## config.mk

```make
export PLATFORM = sky130hd
export DESIGN_NAME = mem_arbiter_flat
export DESIGN_NICKNAME = d
export VERILOG_FILES = /design/src/rtl/mem_arbiter_if.sv /design/src/rtl/mem_arbiter.sv /design/src/flat_wrapper.sv
export SDC_FILE = /design/constraint.sdc
export NUM_CORES = 1
export LEC_CHECK = 0
export ABC_AREA = 1
export BUFFER_PORTS_ARGS = -buffer_cell sky130_fd_sc_hd__buf_2
export CORE_AREA = 2 2 108 110
export CTS_BUF_LIST = sky130_fd_sc_hd__clkbuf_8 sky130_fd_sc_hd__clkbuf_16
export DETAILED_ROUTE_END_ITERATION = 6
export DIE_AREA = 0 0 110 112
export GPL_TIMING_DRIVEN = 0
export PLACE_DENSITY = 0.81
export SETUP_SLACK_MARGIN = 0.2
export SLEW_MARGIN = 15
export SYNTH_ARGS = -nofsm -noshare
export SYNTH_HDL_FRONTEND = slang
export SYNTH_SLANG_ARGS = --single-unit
```

## constraint.sdc

```tcl
create_clock -name clk -period 4.17 [get_ports clk]
set_input_delay 0.417 -clock clk [delete_from_list [all_inputs] [get_ports clk]]
set_output_delay 0.417 -clock clk [all_outputs]
set_load 0.05 [all_outputs]
```

## src/rtl/mem_arbiter_if.sv

```systemverilog
`default_nettype none
// ============================================================================
// mem_arbiter_if : requester, RAM and status signals of the two-port arbiter
// Revision 1.0
// ============================================================================
interface mem_arbiter_if #(
  parameter int ADDR_W = 32,
  parameter int DATA_W = 32
);
  logic                  i_req;
  logic [ADDR_W-1:0]     i_addr;
  logic                  i_gnt;
  logic                  i_rvalid;
  logic [DATA_W-1:0]     i_rdata;

  logic                  d_req;
  logic                  d_we;
  logic [ADDR_W-1:0]     d_addr;
  logic [DATA_W-1:0]     d_wdata;
  logic [DATA_W/8-1:0]   d_be;
  logic                  d_gnt;
  logic                  d_rvalid;
  logic [DATA_W-1:0]     d_rdata;

  logic                  mem_en;
  logic                  mem_we;
  logic [ADDR_W-1:0]     mem_addr;
  logic [DATA_W-1:0]     mem_wdata;
  logic [DATA_W/8-1:0]   mem_be;
  logic [DATA_W-1:0]     mem_rdata;

  logic                  busy;

  // Requesters and RAM model side
  modport master (
    output i_req, i_addr, d_req, d_we, d_addr, d_wdata, d_be, mem_rdata,
    input  i_gnt, i_rvalid, i_rdata, d_gnt, d_rvalid, d_rdata,
    input  mem_en, mem_we, mem_addr, mem_wdata, mem_be, busy
  );

  // Arbiter side
  modport slave (
    input  i_req, i_addr, d_req, d_we, d_addr, d_wdata, d_be, mem_rdata,
    output i_gnt, i_rvalid, i_rdata, d_gnt, d_rvalid, d_rdata,
    output mem_en, mem_we, mem_addr, mem_wdata, mem_be, busy
  );
endinterface
`default_nettype wire

```

## src/rtl/mem_arbiter.sv

```systemverilog
`default_nettype none
// ============================================================================
// mem_arbiter : fetch/data arbiter onto a single-port RAM, one access in flight
// Revision 1.0
// ============================================================================
module mem_arbiter #(
  parameter int ADDR_W     = 32,
  parameter int DATA_W     = 32,
  parameter int MEM_LAT    = 1,
  parameter int STARVE_MAX = 4
) (
  input  wire logic      clk,
  input  wire logic      rst,
  mem_arbiter_if.slave   bus
);
  localparam int         BE_W       = DATA_W / 8;
  localparam logic [3:0] STARVE_LIM = 4'(STARVE_MAX);
  localparam logic [1:0] LAT_LAST   = 2'(MEM_LAT - 1);

  typedef enum logic [1:0] {
    IDLE   = 2'd0,
    ACCESS = 2'd1,
    WAIT   = 2'd2
  } state_t;

  state_t            state;
  logic [3:0]        starve_cnt;
  logic [1:0]        lat_cnt;
  logic              owner_d;
  logic              we_q;
  logic [ADDR_W-1:0] addr_q;
  logic [DATA_W-1:0] wdata_q;
  logic [BE_W-1:0]   be_q;
  logic              mem_en_q;
  logic              i_rvalid_q;
  logic              d_rvalid_q;

  logic              i_win;
  logic              d_win;

  // Grants are combinational in IDLE; rst gating keeps them low while reset is held
  assign i_win = (state == IDLE) && !rst && bus.i_req &&
                 (!bus.d_req || (starve_cnt == STARVE_LIM));
  assign d_win = (state == IDLE) && !rst && bus.d_req && !i_win;

  assign bus.i_gnt     = i_win;
  assign bus.d_gnt     = d_win;
  assign bus.busy      = (state != IDLE);
  assign bus.mem_en    = mem_en_q;
  assign bus.mem_we    = mem_en_q & we_q;
  assign bus.mem_addr  = addr_q;
  assign bus.mem_wdata = wdata_q;
  assign bus.mem_be    = be_q;
  assign bus.i_rvalid  = i_rvalid_q;
  assign bus.d_rvalid  = d_rvalid_q;
  assign bus.i_rdata   = i_rvalid_q ? bus.mem_rdata : '0;
  assign bus.d_rdata   = (d_rvalid_q && !we_q) ? bus.mem_rdata : '0;

  always_ff @(posedge clk or posedge rst) begin
    if (rst) begin
      state      <= IDLE;
      starve_cnt <= '0;
      lat_cnt    <= '0;
      owner_d    <= 1'b0;
      we_q       <= 1'b0;
      addr_q     <= '0;
      wdata_q    <= '0;
      be_q       <= '0;
      mem_en_q   <= 1'b0;
      i_rvalid_q <= 1'b0;
      d_rvalid_q <= 1'b0;
    end else begin
      mem_en_q   <= 1'b0;
      i_rvalid_q <= 1'b0;
      d_rvalid_q <= 1'b0;
      case (state)
        IDLE: begin
          if (d_win) begin
            state    <= ACCESS;
            mem_en_q <= 1'b1;
            owner_d  <= 1'b1;
            we_q     <= bus.d_we;
            addr_q   <= bus.d_addr;
            wdata_q  <= bus.d_wdata;
            be_q     <= bus.d_be;
            if (bus.i_req) begin
              if (starve_cnt != STARVE_LIM)
                starve_cnt <= starve_cnt + 4'd1;
            end else begin
              starve_cnt <= '0;
            end
          end else if (i_win) begin
            state      <= ACCESS;
            mem_en_q   <= 1'b1;
            owner_d    <= 1'b0;
            we_q       <= 1'b0;
            addr_q     <= bus.i_addr;
            wdata_q    <= '0;
            be_q       <= '1;
            starve_cnt <= '0;
          end
        end
        ACCESS: begin
          state   <= WAIT;
          lat_cnt <= LAT_LAST;
          if (LAT_LAST == 2'd0) begin
            i_rvalid_q <= !owner_d;
            d_rvalid_q <= owner_d;
          end
        end
        WAIT: begin
          // The last WAIT cycle (lat_cnt == 0) is the completion cycle
          if (lat_cnt == 2'd0) begin
            state <= IDLE;
          end else begin
            lat_cnt <= lat_cnt - 2'd1;
            if (lat_cnt == 2'd1) begin
              i_rvalid_q <= !owner_d;
              d_rvalid_q <= owner_d;
            end
          end
        end
        default: state <= IDLE;
      endcase
    end
  end
endmodule
`default_nettype wire

```

## src/flat_wrapper.sv

```systemverilog
// flat-port wrapper written by rule: the top's interface ports become plain ports
module mem_arbiter_flat 
#(
  parameter int ADDR_W     = 32,
  parameter int DATA_W     = 32,
  parameter int MEM_LAT    = 1,
  parameter int STARVE_MAX = 4
)
  (clk, rst, bus_i_req, bus_i_addr, bus_d_req, bus_d_we, bus_d_addr, bus_d_wdata, bus_d_be, bus_mem_rdata, bus_i_gnt, bus_i_rvalid, bus_i_rdata, bus_d_gnt, bus_d_rvalid, bus_d_rdata, bus_mem_en, bus_mem_we, bus_mem_addr, bus_mem_wdata, bus_mem_be, bus_busy);
  mem_arbiter_if #(.ADDR_W(ADDR_W), .DATA_W(DATA_W)) bus_i ();
  input  wire logic clk;
  input  wire logic rst;
  input wire logic [$bits(bus_i.i_req)-1:0] bus_i_req;
  input wire logic [$bits(bus_i.i_addr)-1:0] bus_i_addr;
  input wire logic [$bits(bus_i.d_req)-1:0] bus_d_req;
  input wire logic [$bits(bus_i.d_we)-1:0] bus_d_we;
  input wire logic [$bits(bus_i.d_addr)-1:0] bus_d_addr;
  input wire logic [$bits(bus_i.d_wdata)-1:0] bus_d_wdata;
  input wire logic [$bits(bus_i.d_be)-1:0] bus_d_be;
  input wire logic [$bits(bus_i.mem_rdata)-1:0] bus_mem_rdata;
  output wire logic [$bits(bus_i.i_gnt)-1:0] bus_i_gnt;
  output wire logic [$bits(bus_i.i_rvalid)-1:0] bus_i_rvalid;
  output wire logic [$bits(bus_i.i_rdata)-1:0] bus_i_rdata;
  output wire logic [$bits(bus_i.d_gnt)-1:0] bus_d_gnt;
  output wire logic [$bits(bus_i.d_rvalid)-1:0] bus_d_rvalid;
  output wire logic [$bits(bus_i.d_rdata)-1:0] bus_d_rdata;
  output wire logic [$bits(bus_i.mem_en)-1:0] bus_mem_en;
  output wire logic [$bits(bus_i.mem_we)-1:0] bus_mem_we;
  output wire logic [$bits(bus_i.mem_addr)-1:0] bus_mem_addr;
  output wire logic [$bits(bus_i.mem_wdata)-1:0] bus_mem_wdata;
  output wire logic [$bits(bus_i.mem_be)-1:0] bus_mem_be;
  output wire logic [$bits(bus_i.busy)-1:0] bus_busy;
  assign bus_i.i_req = bus_i_req;
  assign bus_i.i_addr = bus_i_addr;
  assign bus_i.d_req = bus_d_req;
  assign bus_i.d_we = bus_d_we;
  assign bus_i.d_addr = bus_d_addr;
  assign bus_i.d_wdata = bus_d_wdata;
  assign bus_i.d_be = bus_d_be;
  assign bus_i.mem_rdata = bus_mem_rdata;
  assign bus_i_gnt = bus_i.i_gnt;
  assign bus_i_rvalid = bus_i.i_rvalid;
  assign bus_i_rdata = bus_i.i_rdata;
  assign bus_d_gnt = bus_i.d_gnt;
  assign bus_d_rvalid = bus_i.d_rvalid;
  assign bus_d_rdata = bus_i.d_rdata;
  assign bus_mem_en = bus_i.mem_en;
  assign bus_mem_we = bus_i.mem_we;
  assign bus_mem_addr = bus_i.mem_addr;
  assign bus_mem_wdata = bus_i.mem_wdata;
  assign bus_mem_be = bus_i.mem_be;
  assign bus_busy = bus_i.busy;
  mem_arbiter #(.ADDR_W(ADDR_W), .DATA_W(DATA_W), .MEM_LAT(MEM_LAT), .STARVE_MAX(STARVE_MAX)) u_core (.clk(clk), .rst(rst), .bus(bus_i));
endmodule
```

-- Word level (Yosys, flattened, before mapping)
Cells that the tools add are included.
- add/sub/neg operators: 2
- equal/unequal tests: 9
- bitwise gates (word level): 1
- muxes and demuxes: 30
- reductions and logical operators: 21
- operator list (cell ; count):
    $mux 32 ; 6
    $mux 4 ; 6
    $mux 1 ; 10
    $mux 2 ; 4
    $logic_and 1x1->1 ; 6
    $ne 3x2->1 const B ; 2
    $pmux 2 s3 ; 1
    $reduce_and 2->1 ; 3
    $reduce_bool 2->1 ; 3
    $logic_not 1->1 ; 5
    $add 4x1->4 const B ; 1
    $eq 2x1->1 const B ; 2
    $eq 4x3->1 const B ; 1
    $logic_not 2->1 ; 2
    $ne 4x3->1 const B ; 1
    $pmux 1 s2 ; 2
    $pmux 2 s2 ; 1
    $reduce_and 3->1 ; 1
    $eq 2x2->1 const B ; 1
    $ne 2x1->1 const B ; 1
    $ne 2x2->1 const B ; 1
    $sub 2x1->2 const B ; 1
    $and 1x1->1 ; 1
    $logic_or 1x1->1 ; 1
- bits in registers: 81
- logic and storage cells: 74
- output and inout port bits: 139

-- Longest topological paths before layout
Gate-level depths: netlist of the first run.
- word-level depth: 8
- mapped depth: 10
- depth with buffers taken out: 9

-- Least setup slack after synthesis of the first run
Ideal clock, no wire load.
- path type: in2out
- from: in rst
- to: out bus_i_gnt
- path slack: 1451 ps
- stages on the path: 6
- arrival time: 2302 ps
- cell sequence: inv_2 -> nand2_4 -> nor2_2 -> nand2_2 -> clkbuf_1 -> inv_1
- word-level cells in the longest chain between the ends: 4
- ends and longest elaborated chain (what ; line ; text):
    start: declaration ; flat_wrapper.sv:12 ; input wire logic rst;
    $logic_not 1->1 ; mem_arbiter.sv:42 ; assign i_win = (state == IDLE) && !rst && bus.i_req &&
    $logic_and 1x1->1 (3 in a row) ; mem_arbiter.sv:42 ;
    end: declaration ; flat_wrapper.sv:21 ; output wire logic [$bits(bus_i.i_gnt)-1:0] bus_i_gnt;
Every way passes these cells.

-- Worst setup path in the final report of the first run
- from: reg u_core.state[1]
- to: out bus_d_gnt
- word-level cells in the longest chain between the ends: 6
- elaborated cells on any way between the ends: 7
- those cells by class: 7 x reduce/logical
- ends and longest elaborated chain (what ; line ; text):
    start: declaration ; mem_arbiter.sv:26 ; state_t state;
    start signal: assignment ; mem_arbiter.sv:61 ; state <= IDLE;
    start signal: assignment ; mem_arbiter.sv:79 ; state <= ACCESS;
    start signal: assignment ; mem_arbiter.sv:93 ; state <= ACCESS;
    $logic_not 2->1 (*) ; mem_arbiter.sv:42, mem_arbiter.sv:44 ;
    $logic_and 1x1->1 (*) ; mem_arbiter.sv:42, mem_arbiter.sv:44 ;
    $logic_and 1x1->1 (2 in a row) ; mem_arbiter.sv:42 ;
    $logic_not 1->1 ; mem_arbiter.sv:44 ; assign d_win = (state == IDLE) && !rst && bus.d_req && !i_win;
    $logic_and 1x1->1 (*) ; mem_arbiter.sv:44 ;
    end: declaration ; flat_wrapper.sv:24 ; output wire logic [$bits(bus_i.d_gnt)-1:0] bus_d_gnt;
Mark *: on every way between the ends. The rest lies on a longest branch, timed or not.

==> results of run 1 <==
report_power, final:
group | leakage, nW | switching [mW] | internal [mW] | total, mW
sequential | 0.980 | 0.194 | 1.13 | 1.33
clock | 0.152 | 0.315 | 0.524 | 0.839
combinational | 2.69 | 2.22 | 0.653 | 2.88
metrics by stage:
stage / util / area [um2] / setup WS (ns)
floorplan: - / 4120 / 1.45
global placement: 0.508 / 5670 / 0.557
detailed placement: 0.510 / 5700 / 1.48
CTS: 0.538 / 6010 / 1.46
global route: 0.538 / 6010 / 1.32
finish: 0.538 / 6010 / 1.51
synthesized netlist by cell type (all sizes together):
cell type | n | area (um2)
nand2 | 179 | 692
ha | 9 | 113
inv | 86 | 328
clkbuf | 11 | 71.3
nand4 | 1 | 6.26
nand3 | 43 | 215
o22ai | 3 | 18.8
dfrtp | 81 | 2030
nor2 | 68 | 265
xor2 | 1 | 8.76
a21oi | 20 | 119
o21ai | 28 | 144
buf | 15 | 110
path summary, 6_finish.rpt:
kind                       slack, ns                              endpoint  cells after the start
setup / recovery                1.51                             bus_d_gnt                      8
max in group asynchronous       3.39   u_core.bus.mem_addr[26]$_DFFE_PP0P_                      3
min in group clk                0.28  u_core.bus.mem_wdata[13]$_DFFE_PP0P_                      3
hold / removal                  0.18  u_core.bus.mem_wdata[13]$_DFFE_PP0P_                      2
setup reg to reg                2.31   u_core.bus.mem_addr[11]$_DFFE_PP0P_                      7
hold reg to reg                 0.42         u_core.bus.i_rvalid$_DFF_PP0_                      1
logic make-up after synthesis:
group                      synth area share
and+or+nand+nor                       0.286
buffers and inverters                 0.124
DFF                                   0.492
AOI/OAI and AO/OA                    0.0684
adders and majority gates            0.0273
xor gates and xnor gates            0.00213
per-layer routing:
layer	vias to the layer above	routed length (um)	global-route usage
met2	204	6550	0.373
met3	31	996	0.0439
met1	1981	5030	0.244
met4	0	360	0.0903
met5	-	0	0
li1	2218	-	-
layout by cell type, fill, tap and decap left out, types with 8 or more instances in the layout:
cell and count:
o21ai_0 22, nand2_1 175, a21oi_1 17, clkbuf_16 9, inv_1 81, buf_2 282, nand3_1 43, nor2_1 66
dfrtp_1 81, clkbuf_1 8, ha_1 9
state kept, by name (all words and copies together), names as in the netlist:
register,count
u_core.lat_cnt,2
u_core.starve_cnt,4
u_core.bus.mem_be,4
u_core.owner_d,1
u_core.bus.mem_addr,32
u_core.bus.mem_en,1
u_core.we_q,1
u_core.bus.mem_wdata,32
u_core.bus.d_rvalid,1
u_core.bus.i_rvalid,1
u_core.state,2
cell type report:
class,count,area (um2)
clock buffers,9,225
fillers,1118,5160
repair buffers,276,1400
clock inverters,6,90.1
inverters,86,330
flip-flops and latches,81,2030
plain buffers,26,181
well taps,143,179
multi-input cells,352,1580
worst reg2reg max path, stage by stage, from the launching register on:
cell     delay (ns)
dfrtp_1        0.39
inv_1          0.14
ha_1           0.24
nand2_4        0.09
nor2_4         0.25
buf_1          0.39
nand3_1        0.17
nand3_1        0.11
==> flow_metrics.tcl, run 1 <==
set metrics [dict create \
    clk_pin_slew_ns 0.06 \
    finalNetCount 978 \
    crit_type "reg2out" \
    postCtsResizedCells 0 \
    synth-seq-cells 81 \
    finalWeightedCongestion 0.794 \
    cts_setup_buffers 0 \
    worst_pin_slew_ns 0.639 \
    dr.pass1.iters 4 \
    cts_tree "yes" \
    yosysWarnings 0 \
    ys_types 27 \
    maxCapViolations 0 \
    grt_pass1_wl_um 20200 \
    drt_wl_total_um 12900 \
    syn_area_um2 4120 \
    max_freq_mhz 375 \
    skew_ns 0.00793 \
    cp_top_family "buffers and inverters" \
    critPathArrivalTime_ns 2.25 \
    htreeDepth 3 \
    drt_iter0_drc 202 \
    overflow 0 \
    endpoint_kind "output pin" \
    ios 276 \
    crit_required_ns 3.75 \
    drc 0 \
    p_per_area_nw_per_um2 839 \
    power_leakage_nw 3.82 \
    finalPower_mw 5.04 \
    die_width_um 110 \
    holdBufCountCts 0 \
    num_vias 4434 \
    fin_crit_sh 0.639 \
    grt_start_max_net_pins 50 \
    finalSetupViolations 0 \
    dp_hpwl_um 10200 \
    cp_slowest_cell "dfrtp_1" \
    rsz0062_at_grt "no" \
    synth_nets 691 \
    worstPathMaxFanout 10 \
    startpoint "u_core.state[1]$_DFFE_PP0P_" \
    first_global_vias 4221 \
    clk_latency_ns 0.33 \
    numCtsBuffers 9 \
    irDropWorstVdd_mv 0.473 \
    antennaDiodeCount 0 \
    hold_violations 0 \
    port_buffers 275 \
    cts.path.max_buffers 2 \
    fin_cells 979 \
    start_kind "register" \
    grt_antenna_before_repair 0 \
    initial_utilization 0.368 \
    relSlewSlack 0.574 \
    grt_usage 0.212 \
    yosysSeqAreaShare 0.492 \
    dpl.cell_count 964 \
    period_needed_ns 2.66 \
    critical_path_buf_inv_count 4 \
    cp_cell_sequence "inv_1 > ha_1 > nand2_4 > nor2_4 > nand2_4 > inv_2 > buf_2 > buf_2" \
    area_delta_synth_final_pct 46.0 \
    final_antenna_net_count 0 \
    status "completed" \
    core_um2 11200 \
    r2r_start "u_core.state[1]$_DFFE_PP0P_" \
    cts.sinks 81 \
    max_stage_delay_ns 0.39 \
    rows 39 \
    die_height_um 112 \
    dieArea_um2 12300 \
    slew_viol_final 0 \
    drive_gt1_frac 0.386 \
    hold_path.class "in2async" \
    timing.setup.tns_ns 0 \
    holdWs_ns 0.175 \
    wl_per_cell_um 13.2 \
    root_buffer "clkbuf_16" \
    viasPerCell 4.53 \
    avgSynthCellArea_um2 7.56 \
    syn-instance-count 545 \
]
(Power assumes the default switching activity.)
==> run 2, diff against run 1 <==
ABC_AREA = 0   (was 1)
CORE_AREA = not set   (was 2 2 108 110)
CORE_ASPECT_RATIO = 0.6   (was not set)
CORE_UTILIZATION = 41   (was not set)
DIE_AREA = not set   (was 0 0 110 112)
PLACE_DENSITY = 0.89   (was 0.81)
clock period = 2.62 ns   (was 4.17 ns; I/O delays follow)
==> run 2 against run 1 <==
Count of clock-buffer cells in the layout unchanged. Critical path depth unchanged. Worst hold slack got worse by 0.17 ns. Utilization increased by 9.0 points. First-iteration DRC count decreased by 6.9%. Global-route usage increased by 3.3 points.
==> flow_metrics.tcl, run 2 <==
set metrics [dict create \
    status "completed" \
    intPower_mw 3.85 \
    final_common_cell "buf_2" \
    fin_crit_sh 0.871 \
    avgSynthCellArea_um2 11.7 \
    rows 27 \
    grt_antenna_before_repair 0 \
    yosysSeqAreaShare 0.520 \
    finalWeightedCongestion 0.801 \
    irDropWorstVdd_mv 0.862 \
    postLayoutCoreUtil 0.628 \
    final_antenna_net_count 0 \
    cts.sinks 81 \
    drt_wl_total_um 12100 \
    synth-seq-cells 81 \
    first_global_vias 3643 \
    synth_fa_ha_area_frac 0.0289 \
    p_comb_frac 0.592 \
    grt_usage 0.245 \
    synth-xor-area-share 0.00225 \
    period_needed_ns 2.28 \
    reg2reg_to "u_core.bus.mem_addr[19]$_DFFE_PP0P_" \
    switching_share 0.533 \
    cts.path.max_buffers 2 \
    wl_per_cell_um 16.0 \
    grt_start_max_net_pins 43 \
    synth_top_cell_by_area "dfrtp_1" \
    pwr-share-clk 0.142 \
    yosys_most_used_dff "dfrtp_1" \
    reg2reg_depth 7 \
    hold_violations 0 \
    drc 0 \
    holdBufCountCts 0 \
    htreeDepth 3 \
    dieArea_um2 9910 \
    crit_required_ns 2.36 \
    synth_top_family_by_area "compound AO/OA/AOI/OAI gates" \
    dpl.cell_count 740 \
    ios 276 \
    holdWs_ns 0.00368 \
    synthArstFlopShare 1.00 \
    cts_tree "yes" \
    ys_types 37 \
    finalSetupViolations 0 \
    power_leakage_nw 3.17 \
    regToRegSetupSlack_ns 0.76 \
    synth_edf_count 0 \
    synth_most_common_cell "dfrtp_1" \
    maxCapViolations 0 \
    synthMuxAreaShare 0.00578 \
    p_per_area_nw_per_um2 1430 \
    fin_ws_ns 0.338 \
    yosys-top-cells-count "81 x dfrtp_1, 65 x and2_1, 33 x a22o_1" \
    synth_compound_area_frac 0.235 \
    syn-instance-count 334 \
    area_delta_synth_final_pct 48.1 \
    finalNetCount 767 \
    p_seq_frac 0.265 \
    endpoint_kind "output pin" \
    synth_nets 480 \
    skew_ns 0.00642 \
    syn_area_um2 3890 \
    die_height_um 77.5 \
    relSlewSlack 0.647 \
    clk_latency_ns 0.34 \
    synth_top_area_share 0.520 \
    num_vias 3870 \
    synthTopCellsByArea "dfrtp_1 52%, and2_1 10%, a22o_1 7.4%, o221a_1 5.8%, o21bai_1 4.0%" \
    crit_type "reg2out" \
    root_buffer "clkbuf_16" \
    antennaDiodeCount 0 \
    yosysWarnings 0 \
    grt_pass1_wl_um 18800 \
    max_freq_mhz 438 \
    worst_pin_slew_ns 0.530 \
    overflow 0 \
    die_width_um 128 \
    dp_hpwl_um 9540 \
    dr.pass1.iters 4 \
    p_sw_mw 4.39 \
    drt_iter0_drc 188 \
    slew_viol_final 0 \
    rsz0062_at_grt "no" \
    dp_slack_ns 0.397 \
    hold_path.class "in2async" \
    fin_cells 756 \
    clk_pin_slew_ns 0.06 \
    worstPathMaxFanout 10 \
    viasPerCell 5.12 \
    critPathArrivalTime_ns 2.02 \
    final_cell_mix "279 x buf_2, 81 x dfrtp_1, 65 x and2_1" \
    synthSimpleGateAreaFrac 0.155 \
    fillers 757 \
    initial_utilization 0.424 \
    drive_gt1_frac 0.505 \
    port_buffers 275 \
    core_um2 9190 \
    r2r_start "u_core.state[0]$_DFFE_PP0P_" \
    numCtsBuffers 9 \
    start_kind "register" \
]
run 2: layout make-up:
cell class              instances  area, um2  share of cell area
clock buffers                   9        225              0.0390
plain buffers                  26        148              0.0256
repair buffers                276       1410               0.244
flip-flops and latches         81       2030               0.351
well taps                     130        163              0.0282
clock inverters                 7       55.1             0.00954
inverters                      15       61.3              0.0106
multi-input cells             212       1680               0.291
run 2: power by group through the flow:
| stage | Sequential [mW] | Combinational (mW) | Clock (mW) |
|---|---|---|---|
| 2_1_floorplan | 3.99 | 1.84 | 0 |
| 3_3_place_gp | 2.14 | 4.76 | 0 |
| 3_5_place_dp | 2.18 | 4.85 | 0 |
| 4_1_cts | 2.18 | 4.86 | 1.21 |
| 5_1_grt | 2.26 | 5.12 | 1.26 |
| 6_report | 2.19 | 4.88 | 1.17 |
run 2: cell families after synthesis:
group | after synthesis
muxes | 2
and+or+nand+nor | 97
AOI/OAI and AO/OA | 103
xor gates and xnor gates | 1
buffers and inverters | 41
adders and majority gates | 9
DFF | 81
run 2: worst max-delay path, stage by stage, from the launching register on:
cell	delay, ns
dfrtp_1	0.41
inv_1	0.16
ha_4	0.19
and3b_1	0.16
buf_2	0.16
nand2_4	0.11
inv_4	0.13
buf_4	0.18
buf_6	0.17
run 2: worst max path at each step:
stage | from | to | cells past startpoint
finish | u_core.state[0]$_DFFE_PP0P_ | bus_d_gnt | 8
global route | u_core.state[0]$_DFFE_PP0P_ | bus_d_gnt | 8
CTS | u_core.state[0]$_DFFE_PP0P_ | bus_i_gnt | 7
detailed placement | u_core.state[0]$_DFFE_PP0P_ | bus_d_gnt | 8
global placement | rst | u_core.bus.mem_wdata[22]$_DFFE_PP0P_ | 2
floorplan | rst | u_core.bus.d_rvalid$_DFF_PP0_ | 1
run 2: repair_timing:
item,in CTS,in global routing
setup buffers,0,0
pin swaps,0,0
endpoints found under the setup margin,2,2
gates resized for setup,4,5
run 2: stage by stage:
step | TNS, ns | total power, mW | instance area (um2)
after global placement | -54.88 | 6.90 | 5430
after detailed placement | 0 | 7.03 | 5460
after global routing | 0 | 8.63 | 5770
final | 0 | 8.24 | 5770
after floorplan | 0 | 5.83 | 3890
after CTS | 0 | 8.25 | 5750
run 2: layer usage:
metal / GRT usage / up-vias / share of wire
met1: 0.314 / 1896 / 0.44
li1: - / 1795 / -
met5: 0 / - / 0
met4: 0.0506 / 0 / 0.0089
met2: 0.411 / 169 / 0.49
met3: 0.0745 / 10 / 0.066
